### src/rtl/imsic_msi_tx_if.sv
// MSI write request channel from the bus slave front end into imsic_msi_tx.
// master = bus front end, slave = MSI transmitter.
interface imsic_msi_tx_if #(
  parameter int NR_HARTS_WIDTH  = 2,
  parameter int INTP_FILE_WIDTH = 3
);
  logic                       i_wr_vld;
  logic                       o_wr_rdy;
  logic [NR_HARTS_WIDTH-1:0]  i_wr_hart;
  logic [INTP_FILE_WIDTH-1:0] i_wr_file;
  logic [31:0]                i_wr_data;

  modport master (output i_wr_vld, i_wr_hart, i_wr_file, i_wr_data, input  o_wr_rdy);
  modport slave  (input  i_wr_vld, i_wr_hart, i_wr_file, i_wr_data, output o_wr_rdy);
endinterface

### src/rtl/imsic_msi_tx.sv
// IMSIC bus-side MSI transmitter: legality filter, FIFO, and vld/info level handshake.
// Optional dropped-write counter enabled by defining IMSIC_MSI_TX_DROP_CNT_EN.
module imsic_msi_tx #(
  parameter int NR_INTP_FILES   = 7,
  parameter int NR_HARTS        = 4,
  parameter int NR_HARTS_WIDTH  = 2,
  parameter int NR_SRC          = 32,
  parameter int MSI_INFO_WIDTH  = 17,
  parameter int FIFO_DEPTH      = 4,
  parameter int VLD_HIGH_CYC    = 4,
  parameter int VLD_LOW_CYC     = 6,
  parameter int NR_SRC_WIDTH    = $clog2(NR_SRC),
  parameter int INTP_FILE_WIDTH = $clog2(NR_INTP_FILES)
) (
  input  logic                      clk,
  input  logic                      rstn,
  imsic_msi_tx_if.slave             wr,
  output logic [MSI_INFO_WIDTH-1:0] o_msi_info,
  output logic                      o_msi_info_vld,
  output logic                      o_busy
`ifdef IMSIC_MSI_TX_DROP_CNT_EN
  ,
  output logic [15:0]               o_drop_cnt
`endif
);

  localparam int AW      = $clog2(FIFO_DEPTH);
  localparam int PTR_W   = AW + 1;
  localparam int CNT_MAX = (VLD_HIGH_CYC > VLD_LOW_CYC) ? VLD_HIGH_CYC : VLD_LOW_CYC;
  localparam int CNT_W   = $clog2(CNT_MAX + 1);

  localparam logic [INTP_FILE_WIDTH:0] FILE_LIM = (INTP_FILE_WIDTH + 1)'(NR_INTP_FILES);
  localparam logic [NR_HARTS_WIDTH:0]  HART_LIM = (NR_HARTS_WIDTH + 1)'(NR_HARTS);

  typedef enum logic [1:0] {IDLE, HIGH, LOW} state_e;

  typedef struct packed {
    logic [NR_HARTS_WIDTH-1:0]  hart;
    logic [INTP_FILE_WIDTH-1:0] file;
    logic [NR_SRC_WIDTH-1:0]    src;
  } entry_t;

  // Legality check on the accept cycle; full 32-bit compare on the identity.
  logic   src_ok, file_ok, hart_ok, legal, accept, push, pop;
  entry_t push_entry, head;

  assign src_ok  = (wr.i_wr_data != '0) && (wr.i_wr_data < 32'(NR_SRC));
  assign file_ok = {1'b0, wr.i_wr_file} < FILE_LIM;
  assign hart_ok = (NR_HARTS == 1) || ({1'b0, wr.i_wr_hart} < HART_LIM);
  assign legal   = src_ok && file_ok && hart_ok;
  assign accept  = wr.i_wr_vld && wr.o_wr_rdy;
  assign push    = accept && legal;

  assign push_entry.hart = (NR_HARTS == 1) ? '0 : wr.i_wr_hart;
  assign push_entry.file = wr.i_wr_file;
  assign push_entry.src  = wr.i_wr_data[NR_SRC_WIDTH-1:0];

  logic [PTR_W-1:0] wr_ptr_q, rd_ptr_q;
  logic             fifo_empty, fifo_full;
  logic             avail_q;
  entry_t           mem_q [FIFO_DEPTH];

  assign fifo_empty  = (wr_ptr_q == rd_ptr_q);
  assign fifo_full   = (wr_ptr_q[AW] != rd_ptr_q[AW]) && (wr_ptr_q[AW-1:0] == rd_ptr_q[AW-1:0]);
  assign wr.o_wr_rdy = !fifo_full;
  assign head        = mem_q[rd_ptr_q[AW-1:0]];

  // NOTE: sequential state uses non-blocking assignments so every flop samples pre-edge values.
  always_ff @(posedge clk or negedge rstn) begin
    if (!rstn) begin
      wr_ptr_q <= '0;
      rd_ptr_q <= '0;
      avail_q  <= 1'b0;
    end else begin
      if (push) wr_ptr_q <= wr_ptr_q + PTR_W'(1);
      if (pop)  rd_ptr_q <= rd_ptr_q + PTR_W'(1);
      // Registered non-empty gives a fresh entry one cycle before it may be popped.
      avail_q <= !fifo_empty;
    end
  end

  // NOTE: storage is not reset; the pointers alone decide which entries are valid.
  always_ff @(posedge clk) begin
    if (push) mem_q[wr_ptr_q[AW-1:0]] <= push_entry;
  end

  state_e                    state_q, state_d;
  logic [CNT_W-1:0]          cnt_q, cnt_d;
  logic [MSI_INFO_WIDTH-1:0] info_q, info_d;
  logic                      vld_q, vld_d;

  always_ff @(posedge clk or negedge rstn) begin
    if (!rstn) begin
      state_q <= IDLE;
      cnt_q   <= '0;
      info_q  <= '0;
      vld_q   <= 1'b0;
    end else begin
      state_q <= state_d;
      cnt_q   <= cnt_d;
      info_q  <= info_d;
      vld_q   <= vld_d;
    end
  end

  // NOTE: every output of this block gets a default first, so no path can infer a latch.
  always_comb begin
    state_d = state_q;
    cnt_d   = cnt_q;
    info_d  = info_q;
    vld_d   = vld_q;
    pop     = 1'b0;
    case (state_q)
      IDLE: begin
        if (avail_q && !fifo_empty) begin
          pop    = 1'b1;
          info_d = '0;
          info_d[MSI_INFO_WIDTH-1 -: NR_HARTS_WIDTH] = head.hart;
          info_d[NR_SRC_WIDTH +: INTP_FILE_WIDTH]    = head.file;
          info_d[NR_SRC_WIDTH-1:0]                   = head.src;
          vld_d   = 1'b1;
          cnt_d   = CNT_W'(VLD_HIGH_CYC);
          state_d = HIGH;
        end
      end
      HIGH: begin
        if (cnt_q == CNT_W'(1)) begin
          vld_d   = 1'b0;
          cnt_d   = CNT_W'(VLD_LOW_CYC);
          state_d = LOW;
        end else begin
          cnt_d = cnt_q - CNT_W'(1);
        end
      end
      LOW: begin
        // info stays frozen here so the receiver can capture on its delayed falling edge
        if (cnt_q == CNT_W'(1)) state_d = IDLE;
        else                    cnt_d   = cnt_q - CNT_W'(1);
      end
      default: state_d = IDLE;
    endcase
  end

  assign o_msi_info     = info_q;
  assign o_msi_info_vld = vld_q;
  assign o_busy         = (state_q != IDLE) || !fifo_empty;

`ifdef IMSIC_MSI_TX_DROP_CNT_EN
  logic [15:0] drop_cnt_q;

  always_ff @(posedge clk or negedge rstn) begin
    if (!rstn)                                       drop_cnt_q <= '0;
    else if (accept && !legal && drop_cnt_q != '1)   drop_cnt_q <= drop_cnt_q + 16'd1;
  end

  assign o_drop_cnt = drop_cnt_q;
`else
  // Without the counter, illegal writes are consumed and silently discarded.
`endif

endmodule
### src/flat_wrapper.sv
// flat-port wrapper written by rule: the top's interface ports become plain ports
module imsic_msi_tx_flat 
#(
  parameter int NR_INTP_FILES   = 7,
  parameter int NR_HARTS        = 4,
  parameter int NR_HARTS_WIDTH  = 2,
  parameter int NR_SRC          = 32,
  parameter int MSI_INFO_WIDTH  = 17,
  parameter int FIFO_DEPTH      = 4,
  parameter int VLD_HIGH_CYC    = 4,
  parameter int VLD_LOW_CYC     = 6,
  parameter int NR_SRC_WIDTH    = $clog2(NR_SRC),
  parameter int INTP_FILE_WIDTH = $clog2(NR_INTP_FILES)
)
  (clk, rstn, o_msi_info, o_msi_info_vld, o_busy, wr_i_wr_vld, wr_i_wr_hart, wr_i_wr_file, wr_i_wr_data, wr_o_wr_rdy);
  imsic_msi_tx_if #(.NR_HARTS_WIDTH(NR_HARTS_WIDTH), .INTP_FILE_WIDTH(INTP_FILE_WIDTH)) wr_i ();
  input  logic clk;
  input  logic rstn;
  output logic [MSI_INFO_WIDTH-1:0] o_msi_info;
  output logic o_msi_info_vld;
  output logic o_busy;
  input wire logic [$bits(wr_i.i_wr_vld)-1:0] wr_i_wr_vld;
  input wire logic [$bits(wr_i.i_wr_hart)-1:0] wr_i_wr_hart;
  input wire logic [$bits(wr_i.i_wr_file)-1:0] wr_i_wr_file;
  input wire logic [$bits(wr_i.i_wr_data)-1:0] wr_i_wr_data;
  output wire logic [$bits(wr_i.o_wr_rdy)-1:0] wr_o_wr_rdy;
  assign wr_i.i_wr_vld = wr_i_wr_vld;
  assign wr_i.i_wr_hart = wr_i_wr_hart;
  assign wr_i.i_wr_file = wr_i_wr_file;
  assign wr_i.i_wr_data = wr_i_wr_data;
  assign wr_o_wr_rdy = wr_i.o_wr_rdy;
  imsic_msi_tx #(.NR_INTP_FILES(NR_INTP_FILES), .NR_HARTS(NR_HARTS), .NR_HARTS_WIDTH(NR_HARTS_WIDTH), .NR_SRC(NR_SRC), .MSI_INFO_WIDTH(MSI_INFO_WIDTH), .FIFO_DEPTH(FIFO_DEPTH), .VLD_HIGH_CYC(VLD_HIGH_CYC), .VLD_LOW_CYC(VLD_LOW_CYC), .NR_SRC_WIDTH(NR_SRC_WIDTH), .INTP_FILE_WIDTH(INTP_FILE_WIDTH)) u_core (.clk(clk), .rstn(rstn), .wr(wr_i), .o_msi_info(o_msi_info), .o_msi_info_vld(o_msi_info_vld), .o_busy(o_busy));
endmodule
### config.mk
export PLATFORM = sky130hd
export DESIGN_NAME = imsic_msi_tx_flat
export DESIGN_NICKNAME = d
export VERILOG_FILES = /design/src/rtl/imsic_msi_tx_if.sv /design/src/rtl/imsic_msi_tx.sv /design/src/flat_wrapper.sv
export SDC_FILE = /design/constraint.sdc
export NUM_CORES = 1
export LEC_CHECK = 0
export BUFFER_PORTS_ARGS = -buffer_cell sky130_fd_sc_hd__buf_2
export CAP_MARGIN = 20
export CELL_PAD_IN_SITES_DETAIL_PLACEMENT = 0
export CELL_PAD_IN_SITES_GLOBAL_PLACEMENT = 1
export CORE_UTILIZATION = 48
export DETAILED_ROUTE_END_ITERATION = 7
export PLACE_DENSITY_LB_ADDON = 0.1
export SYNTH_ARGS = -nofsm -noshare
export SYNTH_HDL_FRONTEND = slang
export SYNTH_SLANG_ARGS = --single-unit
### constraint.sdc
create_clock -name clk -period 4.7 [get_ports clk]
set_input_delay 0.705 -clock clk [delete_from_list [all_inputs] [get_ports clk]]
set_output_delay 0.705 -clock clk [all_outputs]
set_load 0.005 [all_outputs]
* Word-level counts from Yosys, hierarchy flattened
Memory sizes are Yosys's and may differ from the RTL's. A register that Yosys moved wholly into a read port is not among the register bits.
Cells that the tools add are included.
** Word-level totals
- Memories :: 1
- Input bits :: 40
- Flip-flop bits (word level) :: 13
- Logic and storage cells :: 56
- Output and inout port bits :: 20
- Bits in writable memories :: 40
** Cells by class
- Equal/unequal tests :: 10
- $add $sub $neg :: 3
- Multiplexer cells :: 15
- Order comparisons :: 2
- Reductions and logical operators :: 19
** Memory list
- u_core.mem_q :: words 4, bits a word 10, read ports 1, clocked after memory_dff 1, write ports 1, RTL line imsic_msi_tx.sv:61 : entry_t mem_q [FIFO_DEPTH];
** Operators by type and width (count)
- $lt A32 B6 Y1 const B :: 1
- $reduce_bool A32 Y1 :: 1
- $mux W3 :: 3
- $pmux W3 S3 :: 1
- $reduce_and A3 Y1 :: 3
- $add A3 B1 Y3 const B :: 2
- $logic_and A1 B1 Y1 :: 6
- $mux W1 :: 6
- $mux W2 :: 3
- $ne A2 B1 Y1 const B :: 3
- $pmux W2 S3 :: 1
- $reduce_bool A2 Y1 :: 2
- $eq A3 B1 Y1 const B :: 1
- $eq A3 B3 Y1 :: 1
- $logic_not A1 Y1 :: 3
- $lt A3 B3 Y1 const B :: 1
- $reduce_bool A3 Y1 :: 1
- $sub A3 B1 Y3 const B :: 1
- $eq A2 B1 Y1 const B :: 1
- $eq A2 B2 Y1 :: 1
- $eq A2 B2 Y1 const B :: 1
- $logic_not A2 Y1 :: 1
- $ne A2 B2 Y1 const B :: 1
- $pmux W1 S2 :: 1
- 3 further kinds :: 3

* Longest topological paths before layout
- Depth after elaboration :: 7
- Depth in mapped cells :: 6
- Depth with buffers taken out :: 6

* Worst setup path after synthesis
No wires, ideal clock.
- Path kind :: input -> register
- From :: input wr_i_wr_data[21]
- To :: memory u_core.mem_q[0][0] (netlist bit) (enable)
- Library setup time :: 0.376 ns
- Arrival time :: 2.107 ns
- Path buffers :: 0
- Cell stages on the path :: 4
- Data required time :: 4.324 ns
- Slack :: 2.216 ns
- Cell sequence :: or4_4 -> a311oi_2 -> nand3_2 -> nor2_1
** On the way
- Word-level cells in the longest chain between the ends :: 6
- Elaborated cells between the ends (all ways) :: 7
- Those cells by class :: order compare (1); mux (2); reduce/logical (4)
** RTL lines
- start: declaration :: RTL line flat_wrapper.sv:25 : input wire logic [$bits(wr_i.i_wr_data)-1:0] wr_i_wr_data;
- $lt A32 B6 Y1 / $reduce_bool A32 Y1 (equally long branches) :: RTL line imsic_msi_tx.sv:47 : assign src_ok = (wr.i_wr_data != '0) && (wr.i_wr_data < 32'(NR_SRC));
- $logic_and A1 B1 Y1 (*) :: RTL line imsic_msi_tx.sv:47
- $logic_and A1 B1 Y1 (*) :: RTL line imsic_msi_tx.sv:50 : assign legal = src_ok && file_ok && hart_ok;
- $logic_and A1 B1 Y1 (*) :: RTL line imsic_msi_tx.sv:52 : assign push = accept && legal;
- $mux W1 (*) :: RTL line imsic_msi_tx.sv:84 : if (push) mem_q[wr_ptr_q[AW-1:0]] <= push_entry;
- $mux W1 (not written as such) (*) :: RTL line imsic_msi_tx.sv:84
- end: declaration :: RTL line imsic_msi_tx.sv:61
Every way passes the cells marked *; elsewhere a longest branch is shown, timed or not.

* Final worst setup path
- From :: register u_core.rd_ptr_q[0]
- To :: memory u_core.mem_q[1][7] (netlist bit) (enable)
** On the way
- Word-level cells in the longest chain between the ends :: 7
** RTL lines
- start: declaration :: RTL line imsic_msi_tx.sv:58 : logic [PTR_W-1:0] wr_ptr_q, rd_ptr_q;
- start signal: assignment :: RTL line imsic_msi_tx.sv:76 : if (pop) rd_ptr_q <= rd_ptr_q + PTR_W'(1);
- $eq A2 B2 Y1 :: RTL line imsic_msi_tx.sv:64 : assign fifo_full = (wr_ptr_q[AW] != rd_ptr_q[AW]) && (wr_ptr_q[AW-1:0] == rd_ptr_q[AW-1:0]);
- $logic_and A1 B1 Y1 :: RTL line imsic_msi_tx.sv:64
- $logic_not A1 Y1 :: RTL line imsic_msi_tx.sv:65 : assign wr.o_wr_rdy = !fifo_full;
- $logic_and A1 B1 Y1 :: RTL line imsic_msi_tx.sv:51 : assign accept = wr.i_wr_vld && wr.o_wr_rdy;
- $logic_and A1 B1 Y1 :: RTL line imsic_msi_tx.sv:52
- $mux W1 :: RTL line imsic_msi_tx.sv:84
- $mux W1 (not written as such) :: RTL line imsic_msi_tx.sv:84
No other way between the ends.

==> qor.txt <==
Async SR Flop Fraction -> 36.5%
Initial DRC Count -> 56
DIE AREA -> 6160 um^2
Post-Syn Area per Cell -> 16.0 um^2
Arr. time, crit path -> 2.71 ns
Compound-Gate Fraction of Synth Area -> 4.99%
fin. max-slew vios -> 0
gr ovfl total -> 0
Synth Instances -> 176
Worst VDD drop -> 278 uV
largest net degree at the start of global routing -> 24
Clock Skew -> 0.00839 ns
Residual DRC -> 0
WP data required -> 4.65 ns
# resized after CTS -> 0
Final Hold Viols -> 0
Routability Congestion -> 0.752
largest family of logic cells by synthesized area -> multiplexers
Bufs on Longest Clock Path -> 2
Top FF cell, synth -> edfxtp_1
f_max -> 0.363 GHz
Starting Density -> 50.4%
crit path kind -> reg -> reg
Yosys reg bits -> 63
DR WL/cell -> 15.4 um
drt first pass iters -> 4
xor/xnor share of the synthesized area -> 2.18%
initial antenna violation count -> 0
startpoint types -> flip-flop
vias per cell -> 5.14
CTS root buf -> clkbuf_8
clock transition at the registers of the reported paths -> 0.07 ns
detailed placement HPWL -> 3520 um
IO Pins -> 60
Post-synth EDFFs -> 40
via count -> 1,603
hold crit path type -> in -> async
total CTS buffers -> 9
unrepaired setup endpoints after global routing -> no
area grow syn2layout -> 18.4%
Netlist cell types -> 37
FF/Latch Area -> 1780 um^2
Adder-Cell Fraction of Synth Area -> 4.90%
Post-Syn Area -> 2810 um^2
Total Negative Setup Slacks -> 0 ns
n_diodes -> 0
overall power -> 0.00112 W
Post-Synth Simple-Gate Area -> 6.24%
Routed Antenna Nets -> 0
die width -> 78.5 um
Post-CTS Setup Bufs -> 0
H-tree levels -> 3
share of layout cells above drive strength 1 -> 39.6%
# fillers -> 441
CTS sink cnt -> 63
status -> finished, final reports clean
Leakage -> 1.42 nW
number of global-route vias before repair -> 1,635
Die Height -> 78.5 um
CP Max Fanout -> 13
GRT Total Usage -> 17.6%
period utilization -> 58.6%
crit end category -> flip-flop
Least-Margin Pin Slew -> 0.873 ns
setup violators final -> 0
hold buffers post-CTS -> 0
pwr/cell area -> 336 nW/um^2
multi-input logic area -> 936 um^2
Skew-Pair Late Insertion Delay -> 0.33 ns
total core area -> 5570 um^2
first-pass GRT wire length -> 7870 um
Max-cap violations -> 0
crit path time final -> 2.75 ns
buffers added on ports -> 52
CTS tree -> yes
mux share of post-synthesis cell area -> 14.1%
Rel. slew slack -> 41.6%
synth warn -> 0
# rows -> 27
layout net count -> 286
Seq/Total Area, Yosys -> 63.3%
drt total wl -> 4820 um
cell usage in the layout, fill, tap and decap left out, drive strengths merged, types with 7 or more instances in the layout:
| cell type | n |
|---|---|
| mux4 | 10 |
| ha | 11 |
| buf | 52 |
| edfxtp | 40 |
| dfrtp | 23 |
| clkbuf | 10 |
| mux2 | 13 |
| conb | 7 |
| inv | 13 |
stage by stage:
stage	util, %	cell area [um^2]	std cells	setup WS, ns	hold slack, ns
after floorplan	-	2830	182	2.22	0.409
after global placement	55.8	3110	296	1.90	0.481
after detailed placement	55.8	3110	296	1.82	0.487
after CTS	59.6	3320	312	1.87	0.365
after global routing	59.6	3320	312	1.67	0.379
final	59.6	3320	312	1.95	0.359
cell usage after synthesis (4+ instances only):
cell / instances / area, um^2
inv_1: 13 / 48.8
nand2_1: 6 / 22.5
dfrtp_1: 23 / 576
xnor2_1: 4 / 35.0
mux4_2: 10 / 225
mux2_2: 11 / 124
ha_1: 11 / 138
edfxtp_1: 40 / 1200
nor2_1: 6 / 22.5
buf_4: 8 / 60.1
nor4_1: 5 / 31.3
o21ai_0: 5 / 25.0
per-layer routing:
layer	global-route usage [%]	vias to the layer above	wire (um)
met3	5.00	6	276
met5	0	-	0
met4	8.33	0	62
li1	-	762	-
met1	21.6	777	2050
met2	28.6	58	2430
power by group:
group	switching [W]	leakage, nW	internal (W)
Combinational	0.0000152	0.635	0.0000127
Clock	0.000202	0.102	0.000297
Sequential	0.0000000000131	0.681	0.000590
state kept, by name, summed over array words and instances, names as in the netlist:
name / flops
u_core.mem_q: 40
u_core.o_msi_info: 10
u_core.o_msi_info_vld: 1
u_core.cnt_q: 3
u_core.wr_ptr_q: 3
u_core.rd_ptr_q: 3
u_core.avail_q: 1
u_core.state_q: 2
critical path, stage by stage (launching register included):
cell and delay, ns:
dfrtp_1 0.84, xor2_1 0.30, nor2_1 0.09, a21oi_1 0.26
nand3_2 0.17, nor2_1 0.70
final timing paths:
check | startpoint | endpoint | slack [ns] | cells after the start
setup / recovery | u_core.rd_ptr_q[0]$_DFFE_PN0P_ | u_core.mem_q[1][7]$_DFFE_PP_ | 1.95 | 5
hold / removal | rstn | u_core.o_msi_info[15]$_DFFE_PN0P_ | 0.36 | 1
setup reg to reg | u_core.rd_ptr_q[0]$_DFFE_PN0P_ | u_core.mem_q[1][7]$_DFFE_PP_ | 1.95 | 5
hold reg to reg | u_core.wr_ptr_q[2]$_DFFE_PN0P_ | u_core.wr_ptr_q[2]$_DFFE_PN0P_ | 0.49 | 1
max in group asynchronous | rstn | u_core.rd_ptr_q[2]$_DFFE_PN0P_ | 3.96 | 1
min in group clk | u_core.wr_ptr_q[2]$_DFFE_PN0P_ | u_core.wr_ptr_q[2]$_DFFE_PN0P_ | 0.49 | 1
cells by family after synthesis:
logic type	Yosys count
compound gates	17
xor+xnor	7
fa+ha+maj	11
other cells	1
buf+inv	23
simple gates	29
flops	63
mux	25
final cells by class:
type                    count  share of cell area, %
clock buffers              10                   3.84
repair buffers             52                   7.83
clock inverters             6                   2.56
inverters                  13                   1.47
multi-input cells          96                   28.2
flip-flops and latches     63                   53.4
well taps                  72                   2.71
Power figures use the tool's default switching activity.
